$ cat src/rtl/alu_pkg.sv
// Shared encodings and types for the ALU command sequencer.
// Command word layout is {sweep, op, a, b}, 9 bits.
package alu_pkg;

  localparam logic [1:0] OP_ADD = 2'b00;
  localparam logic [1:0] OP_SUB = 2'b01;
  localparam logic [1:0] OP_SHF = 2'b10;
  localparam logic [1:0] OP_EQ  = 2'b11;

  typedef enum logic [1:0] {
    IDLE  = 2'b00,
    DRIVE = 2'b01,
    OUT   = 2'b10
  } state_t;

  typedef struct packed {
    logic       sweep;
    logic [1:0] op;
    logic [2:0] a;
    logic [2:0] b;
  } cmd_t;

endpackage

$ cat src/rtl/cmd_fifo.sv
// Synchronous command FIFO, head visible combinationally on dout.
// Writes ignored when full and reads ignored when empty; full/empty come from the registered count.
module cmd_fifo #(
  parameter int DEPTH = 4,
  parameter int WIDTH = 9
) (
  input  logic             clk,
  input  logic             rst_n,
  input  logic             push,
  input  logic             pop,
  input  logic [WIDTH-1:0] din,
  output logic [WIDTH-1:0] dout,
  output logic             full,
  output logic             empty
);

  localparam int AW = $clog2(DEPTH);

  logic [WIDTH-1:0] mem [DEPTH];
  logic [AW-1:0]    wr_ptr;
  logic [AW-1:0]    rd_ptr;
  logic [AW:0]      count;
  logic             wr_en;
  logic             rd_en;

  assign full  = (count == (AW+1)'(DEPTH));
  assign empty = (count == '0);
  assign wr_en = push && !full;
  assign rd_en = pop && !empty;
  assign dout  = mem[rd_ptr];

  always_ff @(posedge clk) begin
    if (wr_en) mem[wr_ptr] <= din;
  end

  // Pointers are exactly AW bits wide, so DEPTH being a power of two gives the wrap for free.
  always_ff @(posedge clk or negedge rst_n) begin
    if (!rst_n) begin
      wr_ptr <= '0;
      rd_ptr <= '0;
      count  <= '0;
    end else begin
      if (wr_en) wr_ptr <= wr_ptr + 1'b1;
      if (rd_en) rd_ptr <= rd_ptr + 1'b1;
      case ({wr_en, rd_en})
        2'b10:   count <= count + 1'b1;
        2'b01:   count <= count - 1'b1;
        default: count <= count;
      endcase
    end
  end

endmodule

$ cat src/rtl/alu_sequencer.sv
// Time-shares the ALU between queued commands: pop, drive operands for SETTLE cycles, capture result.
// Result port holds res_* until res_ready; sweep mode steps ops 00..11 on one operand pair.
module alu_sequencer #(
  parameter int DEPTH  = 4,
  parameter int SETTLE = 1
) (
  input  logic       clk,
  input  logic       rst_n,
  input  logic       cmd_valid,
  output logic       cmd_ready,
  input  logic [1:0] cmd_op,
  input  logic [2:0] cmd_a,
  input  logic [2:0] cmd_b,
  input  logic       cmd_sweep,
  output logic [1:0] alu_sel,
  output logic [2:0] alu_a,
  output logic [2:0] alu_b,
  input  logic [3:0] alu_q,
  output logic       res_valid,
  input  logic       res_ready,
  output logic [3:0] res_data,
  output logic [1:0] res_op,
  output logic       res_last,
  output logic       busy
);

  import alu_pkg::*;

  localparam int            CW       = (SETTLE > 1) ? $clog2(SETTLE) : 1;
  localparam logic [CW-1:0] CNT_INIT = CW'(SETTLE - 1);

  state_t        state_q;
  state_t        state_d;
  cmd_t          cmd_in;
  cmd_t          head;
  logic          fifo_full;
  logic          fifo_empty;
  logic          push;
  logic          pop;
  logic [1:0]    op_r;
  logic [2:0]    a_r;
  logic [2:0]    b_r;
  logic          sweep_r;
  logic [CW-1:0] cnt;

  assign cmd_in    = '{sweep: cmd_sweep, op: cmd_op, a: cmd_a, b: cmd_b};
  assign cmd_ready = !fifo_full;
  assign push      = cmd_valid && cmd_ready;
  assign busy      = (state_q != IDLE) || !fifo_empty;

  // Operand registers drive the ALU directly, so the buses hold their last values outside DRIVE.
  assign alu_sel = op_r;
  assign alu_a   = a_r;
  assign alu_b   = b_r;

  cmd_fifo #(
    .DEPTH (DEPTH),
    .WIDTH ($bits(cmd_t))
  ) u_cmd_fifo (
    .clk   (clk),
    .rst_n (rst_n),
    .push  (push),
    .pop   (pop),
    .din   (cmd_in),
    .dout  (head),
    .full  (fifo_full),
    .empty (fifo_empty)
  );

  always_ff @(posedge clk or negedge rst_n) begin
    if (!rst_n) state_q <= IDLE;
    else        state_q <= state_d;
  end

  always_comb begin
    state_d = state_q;
    pop     = 1'b0;
    case (state_q)
      IDLE: begin
        if (!fifo_empty) begin
          pop     = 1'b1;
          state_d = DRIVE;
        end
      end
      DRIVE: begin
        if (cnt == '0) state_d = OUT;
      end
      OUT: begin
        if (res_ready) state_d = (sweep_r && op_r != OP_EQ) ? DRIVE : IDLE;
      end
      default: state_d = IDLE;
    endcase
  end

  always_ff @(posedge clk or negedge rst_n) begin
    if (!rst_n) begin
      op_r      <= OP_ADD;
      a_r       <= '0;
      b_r       <= '0;
      sweep_r   <= 1'b0;
      cnt       <= '0;
      res_valid <= 1'b0;
      res_data  <= '0;
      res_op    <= OP_ADD;
      res_last  <= 1'b0;
    end else begin
      case (state_q)
        IDLE: begin
          if (!fifo_empty) begin
            op_r    <= head.sweep ? OP_ADD : head.op;
            a_r     <= head.a;
            b_r     <= head.b;
            sweep_r <= head.sweep;
            cnt     <= CNT_INIT;
          end
        end
        DRIVE: begin
          if (cnt == '0) begin
            res_data  <= alu_q;
            res_op    <= op_r;
            res_last  <= !sweep_r || (op_r == OP_EQ);
            res_valid <= 1'b1;
          end else begin
            cnt <= cnt - 1'b1;
          end
        end
        OUT: begin
          if (res_ready) begin
            res_valid <= 1'b0;
            if (sweep_r && op_r != OP_EQ) begin
              op_r <= op_r + 1'b1;
              cnt  <= CNT_INIT;
            end
          end
        end
        default: ;
      endcase
    end
  end

endmodule

$ cat config.mk
export PLATFORM = sky130hd
export DESIGN_NAME = alu_sequencer
export DESIGN_NICKNAME = d
export VERILOG_FILES = /design/src/rtl/alu_pkg.sv /design/src/rtl/cmd_fifo.sv /design/src/rtl/alu_sequencer.sv
export SDC_FILE = /design/constraint.sdc
export NUM_CORES = 1
export LEC_CHECK = 0
export CAP_MARGIN = 20
export CORE_UTILIZATION = 25
export DETAILED_ROUTE_END_ITERATION = 16
export HOLD_SLACK_MARGIN = 0.1
export PLACE_DENSITY = 0.51
export SYNTH_ARGS = -nofsm -noshare
export SYNTH_HDL_FRONTEND = slang
export SYNTH_HIERARCHICAL = 1
export SYNTH_SLANG_ARGS = --single-unit
$ cat constraint.sdc
create_clock -name clk -period 6.75 [get_ports clk]
set_input_delay 1.35 -clock clk [delete_from_list [all_inputs] [get_ports clk]]
set_output_delay 1.35 -clock clk [all_outputs]
set_load 0.01 [all_outputs]
==> results of run 1 <==
power groups by stage:
stage | Combinational, W | Clock [W] | Sequential (W)
floorplan | 0.000382 | 0 | 0.000619
global placement | 0.000533 | 0 | 0.000652
detailed placement | 0.000541 | 0 | 0.000656
CTS | 0.000540 | 0.000371 | 0.000649
global route | 0.000584 | 0.000387 | 0.000668
finish | 0.000527 | 0.000359 | 0.000643
state kept, by name, summed over array words and instances, names as in the netlist:
name	count
res_data	4
sweep_r	1
res_op	2
u_cmd_fifo/mem	36
alu_sel	2
res_last	1
u_cmd_fifo/wr_ptr	2
u_cmd_fifo/count	3
state_q	2
alu_b	3
alu_a	3
res_valid	1
u_cmd_fifo/rd_ptr	2
Yosys cell counts:
| cell | instances | area [um^2] |
|---|---|---|
| dfrtp_1 | 26 | 651 |
| nand2b_1 | 1 | 6.26 |
| nor2b_4 | 1 | 13.8 |
| mux2_4 | 1 | 15.0 |
| nor2b_1 | 3 | 18.8 |
| and2_2 | 4 | 30.0 |
| mux4_2 | 9 | 203 |
| nor2_1 | 4 | 15.0 |
| nor4b_1 | 1 | 8.76 |
| buf_4 | 2 | 15.0 |
| o21ai_0 | 3 | 15.0 |
| nand2_1 | 1 | 3.75 |
| nand3_1 | 1 | 5.00 |
| mux2i_1 | 1 | 10.0 |
| a21oi_1 | 1 | 5.00 |
| a211oi_1 | 1 | 7.51 |
| nor3_1 | 1 | 5.00 |
| o31a_2 | 1 | 10.0 |
| a32oi_1 | 1 | 8.76 |
| nor3b_4 | 1 | 18.8 |
| or3_1 | 3 | 18.8 |
| o21bai_1 | 1 | 7.51 |
| a31oi_1 | 1 | 6.26 |
| nor3_4 | 1 | 16.3 |
| xor2_1 | 3 | 26.3 |
| buf_2 | 2 | 10.0 |
| mux2_2 | 13 | 146 |
| buf_6 | 1 | 11.3 |
| edfxtp_1 | 36 | 1080 |
| xnor2_1 | 3 | 26.3 |
| o311a_1 | 1 | 10.0 |
| nand3b_1 | 1 | 7.51 |
| ha_1 | 6 | 75.1 |
| inv_1 | 11 | 41.3 |
| fa_1 | 1 | 20.0 |
path summary, 6_finish.rpt:
kind / startpoint / end / slack (ns) / depth (start not counted)
min in group asynchronous: rst_n / res_valid$_DFFE_PN0P_ / 1.39 / 2
setup / recovery: u_cmd_fifo/count[0]$_DFFE_PN0P_ / busy / 3.13 / 4
setup reg to reg: u_cmd_fifo/count[0]$_DFFE_PN0P_ / u_cmd_fifo/count[2]$_DFFE_PN0P_ / 4.27 / 9
max in group asynchronous: rst_n / u_cmd_fifo/rd_ptr[1]$_DFFE_PN0P_ / 5.08 / 2
hold / removal: sweep_r$_DFFE_PN0P_ / res_last$_DFFE_PN0P_ / 0.50 / 1
hold reg to reg: sweep_r$_DFFE_PN0P_ / res_last$_DFFE_PN0P_ / 0.50 / 1
logic make-up after synthesis:
logic type                 Yosys count  share of synthesized area [%]
and+or+nand+nor                     23                           6.53
muxes                               24                           14.6
DFF                                 62                           67.4
AOI/OAI and AO/OA                   10                           2.73
buffers and inverters               16                           3.02
xor gates and xnor gates             6                           2.05
adders and majority gates            7                           3.70
worst reg2reg max path, stage by stage (launching register included):
cell	delay, ns
dfrtp_1	0.48
nor3_1	0.17
nor3_4	0.46
o31a_2	0.29
ha_1	0.18
inv_1	0.06
fa_1	0.37
xor2_1	0.15
nor2_1	0.11
xor2_1	0.15
per-stage QoR:
step / total power (W) / std cells / instance area [um^2]
final: 0.00153 / 327 / 3270
after global routing: 0.00164 / 327 / 3270
after CTS: 0.00156 / 327 / 3270
after detailed placement: 0.00120 / 311 / 3050
after global placement: 0.00119 / 311 / 3050
after floorplan: 0.00100 / 148 / 2570
layer usage:
metal / vias to the layer above / track usage, % / part of all wire, %
met2: 23 / 14.8 / 49
met4: 0 / 4.55 / 2.0
met5: - / 0 / 0
li1: 625 / - / -
met3: 8 / 3.70 / 4.1
met1: 665 / 12.1 / 45
cell type report:
class / count / area share [%]
well taps: 133 / 5.09
inverters: 11 / 1.26
clock inverters: 7 / 2.95
clock buffers: 9 / 3.79
flip-flops and latches: 62 / 53.0
multi-input cells: 70 / 23.2
repair buffers: 35 / 10.6
==> impl_metrics.yaml, run 1 <==
clock_network:
  clk_pin_slew_worst_paths_ns: 0.07
  clk_latency_ns: 0.34
  postCtsResizedCells: 0
  cts_setup_buffers: 0
  clock-root-buffer: "clkbuf_8"
  htreeDepth: 3
  cts.sink_count: 62
  hold_buffers: 0
  clockBufferDepth: 2
  tritoncts: "done"
  cts_made_buffers: 9
finish:
  final_common_cell: "edfxtp_1"
  final_nets: 213
  multi_input_area_um2: 759
  drive_gt1_share_pct: 24.2
  area_growth_pct: 27.2
  fin_util_pct: 33.1
  nFillCells: 941
  regArea_um2: 1730
  mostFrequentLayoutCells: "36 x edfxtp_1, 34 x clkdlybuf4s50_1, 26 x dfrtp_1"
  diodes: 0
grt:
  grt_pass1_vias: 1371
  grt_max_degree: 27
  overflow: 0
  grt_pass1_wl_mm: 7.21
  grt_usage_pct: 9.68
  grt_antenna_before_repair: 0
min_path:
  hold_class: "register to register"
place:
  portBuffers: 34
  gp_congestion: 0.673
  hpwl_mm: 2.94
  dp_slack_ns: 3.51
timing:
  finalCritPeriodShare_pct: 53.6
  rsz0062_at_grt: "false"
  hold_viol: 0
  max_freq_mhz: 276
  relSlewSlack_pct: 54.3
  hold_ws_ns: 0.498
  setup_violations: 0
  setup_tns_ns: 0
  tightest_slew_ns: 0.685
  slew_violations: 0
  clock_skew_ns: 0.0130
  period_needed_ns: 3.62
  fin_ws_ns: 3.13
critical_path:
  crit_arrival_ns: 2.27
  worstPathBufferInverterCount: 2
  slowest_stage: "nor3_1"
  path_delay_family: "simple AND/OR/NAND/NOR gates"
  critPathLaunchType: "register"
  cp_max_fo: 5
  worst_path_largest_cell_delay_ns: 0.55
  cp.required_ns: 5.40
  endpoint_kind: "output pin"
  path_cells: "nor3_1 > inv_1 > or3_1 > clkdlybuf4s50_1"
  critPathKind: "register to output pin"
power_and_ir_drop:
  p_seq_share_pct: 42.1
  switching_share_pct: 31.0
  powerDensity_nw_per_um2: 468
  leakage_nw: 1.19
  p_switching_w: 0.000475
  p_clk_share_pct: 23.5
  power.internal_w: 0.00105
  p_comb_share_pct: 34.5
  vdd.ir_drop.worst_v: 0.000118
die:
  core_um2: 9860
  die_x_um: 103
  die_h_um: 103
  ioPinCount: 35
  start_util_pct: 26.0
  rows: 36
  die-area_um2: 10700
routing:
  drc_errors: 0
  wl_per_cell_um: 13.7
  viasPerCell: 4.04
  vias: 1321
  dr.pass1.iters: 4
  wirelength_mm: 4.47
  drt_iter0_markers: 55
  ant_nets: 0
yosys:
  syn_nets: 172
  ys_seq_area_share_pct: 67.4
  ys_warn_count: 6
  synth_cells: 148
  synth_area_um2: 2570
  ys_ff_latch: 62
  syn_area_per_cell_um2: 17.4
  synth.distinct_cells: 35
run:
  maxCapViolCount: 0
outcome:
  status: "complete, no violations"
Note: power is estimated with default switching activity, not from simulation.
==> run 2, diff against run 1 <==
Clock period 6.75 ns to 3.7 ns, I/O delays scaled along.
==> run 2 against run 1 <==
Die area did not move. Non-clock buffer count stayed put. Critical path type unchanged. Via count fell by 0.98%. First-iteration DRC count decreased by 38%. Global-route usage down 0.087 points. Sequential power rose by 82%. Register-to-register slack got worse by 3.1 ns.
==> impl_metrics.yaml, run 2 (synthesis results as in run 1) <==
clock_network:
  cts.sink_count: 62
  cts_setup_buffers: 0
  htreeDepth: 3
  clk_pin_slew_worst_paths_ns: 0.07
  cts_made_buffers: 9
  clock-root-buffer: "clkbuf_8"
  tritoncts: "done"
  postCtsResizedCells: 0
  clk_latency_ns: 0.34
  clockBufferDepth: 2
  hold_buffers: 0
finish:
  fin_cells: 327
  mostFrequentLayoutCells: "36 x edfxtp_1, 34 x clkdlybuf4s50_1, 26 x dfrtp_1"
  regArea_um2: 1730
  largest_reg_flops: 36
  largestRegisters: "u_cmd_fifo/mem x36, res_data x4"
  multi_input_area_um2: 759
  top_register: "u_cmd_fifo/mem"
  final_nets: 213
  diodes: 0
  final_common_cell: "edfxtp_1"
  drive_gt1_share_pct: 24.7
  area_growth_pct: 27.2
  nFillCells: 938
routing:
  ant_nets: 0
  vias: 1308
  wl_per_cell_um: 13.8
  viasPerCell: 4.00
  drt_iter0_markers: 34
  drc_errors: 0
  dr.pass1.iters: 4
  wirelength_mm: 4.51
die:
  start_util_pct: 26.0
  core_um2: 9860
  ioPinCount: 35
  rows: 36
  die-area_um2: 10700
  die_x_um: 103
  die_h_um: 103
timing:
  finalCritPeriodShare_pct: 80.7
  slew_violations: 0
  clock_skew_ns: 0.00849
  tightest_slew_ns: 0.742
  relSlewSlack_pct: 50.4
  rsz0062_at_grt: "false"
  setup_violations: 0
  hold_ws_ns: 0.505
  max_freq_mhz: 335
  period_needed_ns: 2.99
  setup_tns_ns: 0
  hold_viol: 0
min_path:
  hold-path-cell-count: 1
  hp-start: "sweep_r$_DFFE_PN0P_"
  hold_class: "register to register"
  worstHoldEndpoint: "res_last$_DFFE_PN0P_"
critical_path:
  r2r-start: "u_cmd_fifo/count[0]$_DFFE_PN0P_"
  cp_max_fo: 5
  critPathLaunchType: "register"
  rr_worst_depth: 9
  r2r_slack_ns: 1.21
  crit_arrival_ns: 2.25
  endpoint_kind: "output pin"
  critPathKind: "register to output pin"
  worstReg2RegEnd: "u_cmd_fifo/count[2]$_DFFE_PN0P_"
  cp.required_ns: 2.96
power_and_ir_drop:
  leakage_nw: 1.20
  powerDensity_nw_per_um2: 853
  vdd.ir_drop.worst_v: 0.000189
place:
  portBuffers: 34
  hpwl_mm: 2.95
  gp_congestion: 0.681
  placedCellCount: 311
grt:
  grt_max_degree: 27
  grt_pass1_wl_mm: 7.15
  grt_antenna_before_repair: 0
  grt_pass1_vias: 1354
  grt_usage_pct: 9.60
  overflow: 0
outcome:
  status: "complete, no violations"
run:
  maxCapViolCount: 0
==> run 2: cell counts in the layout (fill, tap and decap cells not counted) <==
No cell type changed its count.
==> run 2: final cells by class <==
cell class | count | area share [%]
timing repair buffer | 35 | 10.6
sequential | 62 | 53.0
clock buffer | 9 | 3.79
tap | 133 | 5.09
inverter | 11 | 1.26
multi-input combinational | 70 | 23.2
clock inverter | 7 | 2.99
==> run 2: routing by layer <==
layer | vias to the layer above | GRT usage, % | routed length [um]
met1 | 657 | 12.1 | 2080
met2 | 20 | 14.8 | 2240
li1 | 626 | - | -
met4 | 0 | 5.20 | 69
met5 | - | 0 | 0
met3 | 5 | 2.82 | 118
==> run 2: power breakdown <==
group	internal [W]	switching, W	leakage (nW)	total (W)
sequential	0.000976	0.000194	0.634	0.00117
combinational	0.000567	0.000397	0.456	0.000964
clock	0.000381	0.000273	0.106	0.000654
==> run 2: worst max path at each step <==
stage                                         start                              end  slack [ns]
floorplan           u_cmd_fifo/count[0]$_DFFE_PN0P_  u_cmd_fifo/count[2]$_DFFE_PN0P_        1.57
global placement    u_cmd_fifo/count[0]$_DFFE_PN0P_                             busy        1.14
detailed placement  u_cmd_fifo/count[0]$_DFFE_PN0P_                             busy        1.08
CTS                 u_cmd_fifo/count[0]$_DFFE_PN0P_                             busy        0.70
global route        u_cmd_fifo/count[0]$_DFFE_PN0P_                             busy        0.56
finish              u_cmd_fifo/count[0]$_DFFE_PN0P_                             busy        0.71
==> run 2: worst max-delay path, cell delays in order (launching register included) <==
cell and delay [ns]:
dfrtp_1 0.45, nor3_1 0.53, inv_1 0.12, or3_1 0.32
clkdlybuf4s50_1 0.48
==> run 2: metrics by stage <==
| stage | util (%) | setup slack (ns) | total power [W] | instance area, um^2 |
|---|---|---|---|---|
| global route | 33.1 | 0.560 | 0.00300 | 3270 |
| CTS | 33.1 | 0.699 | 0.00285 | 3270 |
| finish | 33.1 | 0.715 | 0.00279 | 3270 |
| detailed placement | 30.9 | 1.08 | 0.00218 | 3050 |
| global placement | 30.9 | 1.14 | 0.00216 | 3050 |
| floorplan | - | 1.57 | 0.00183 | 2570 |
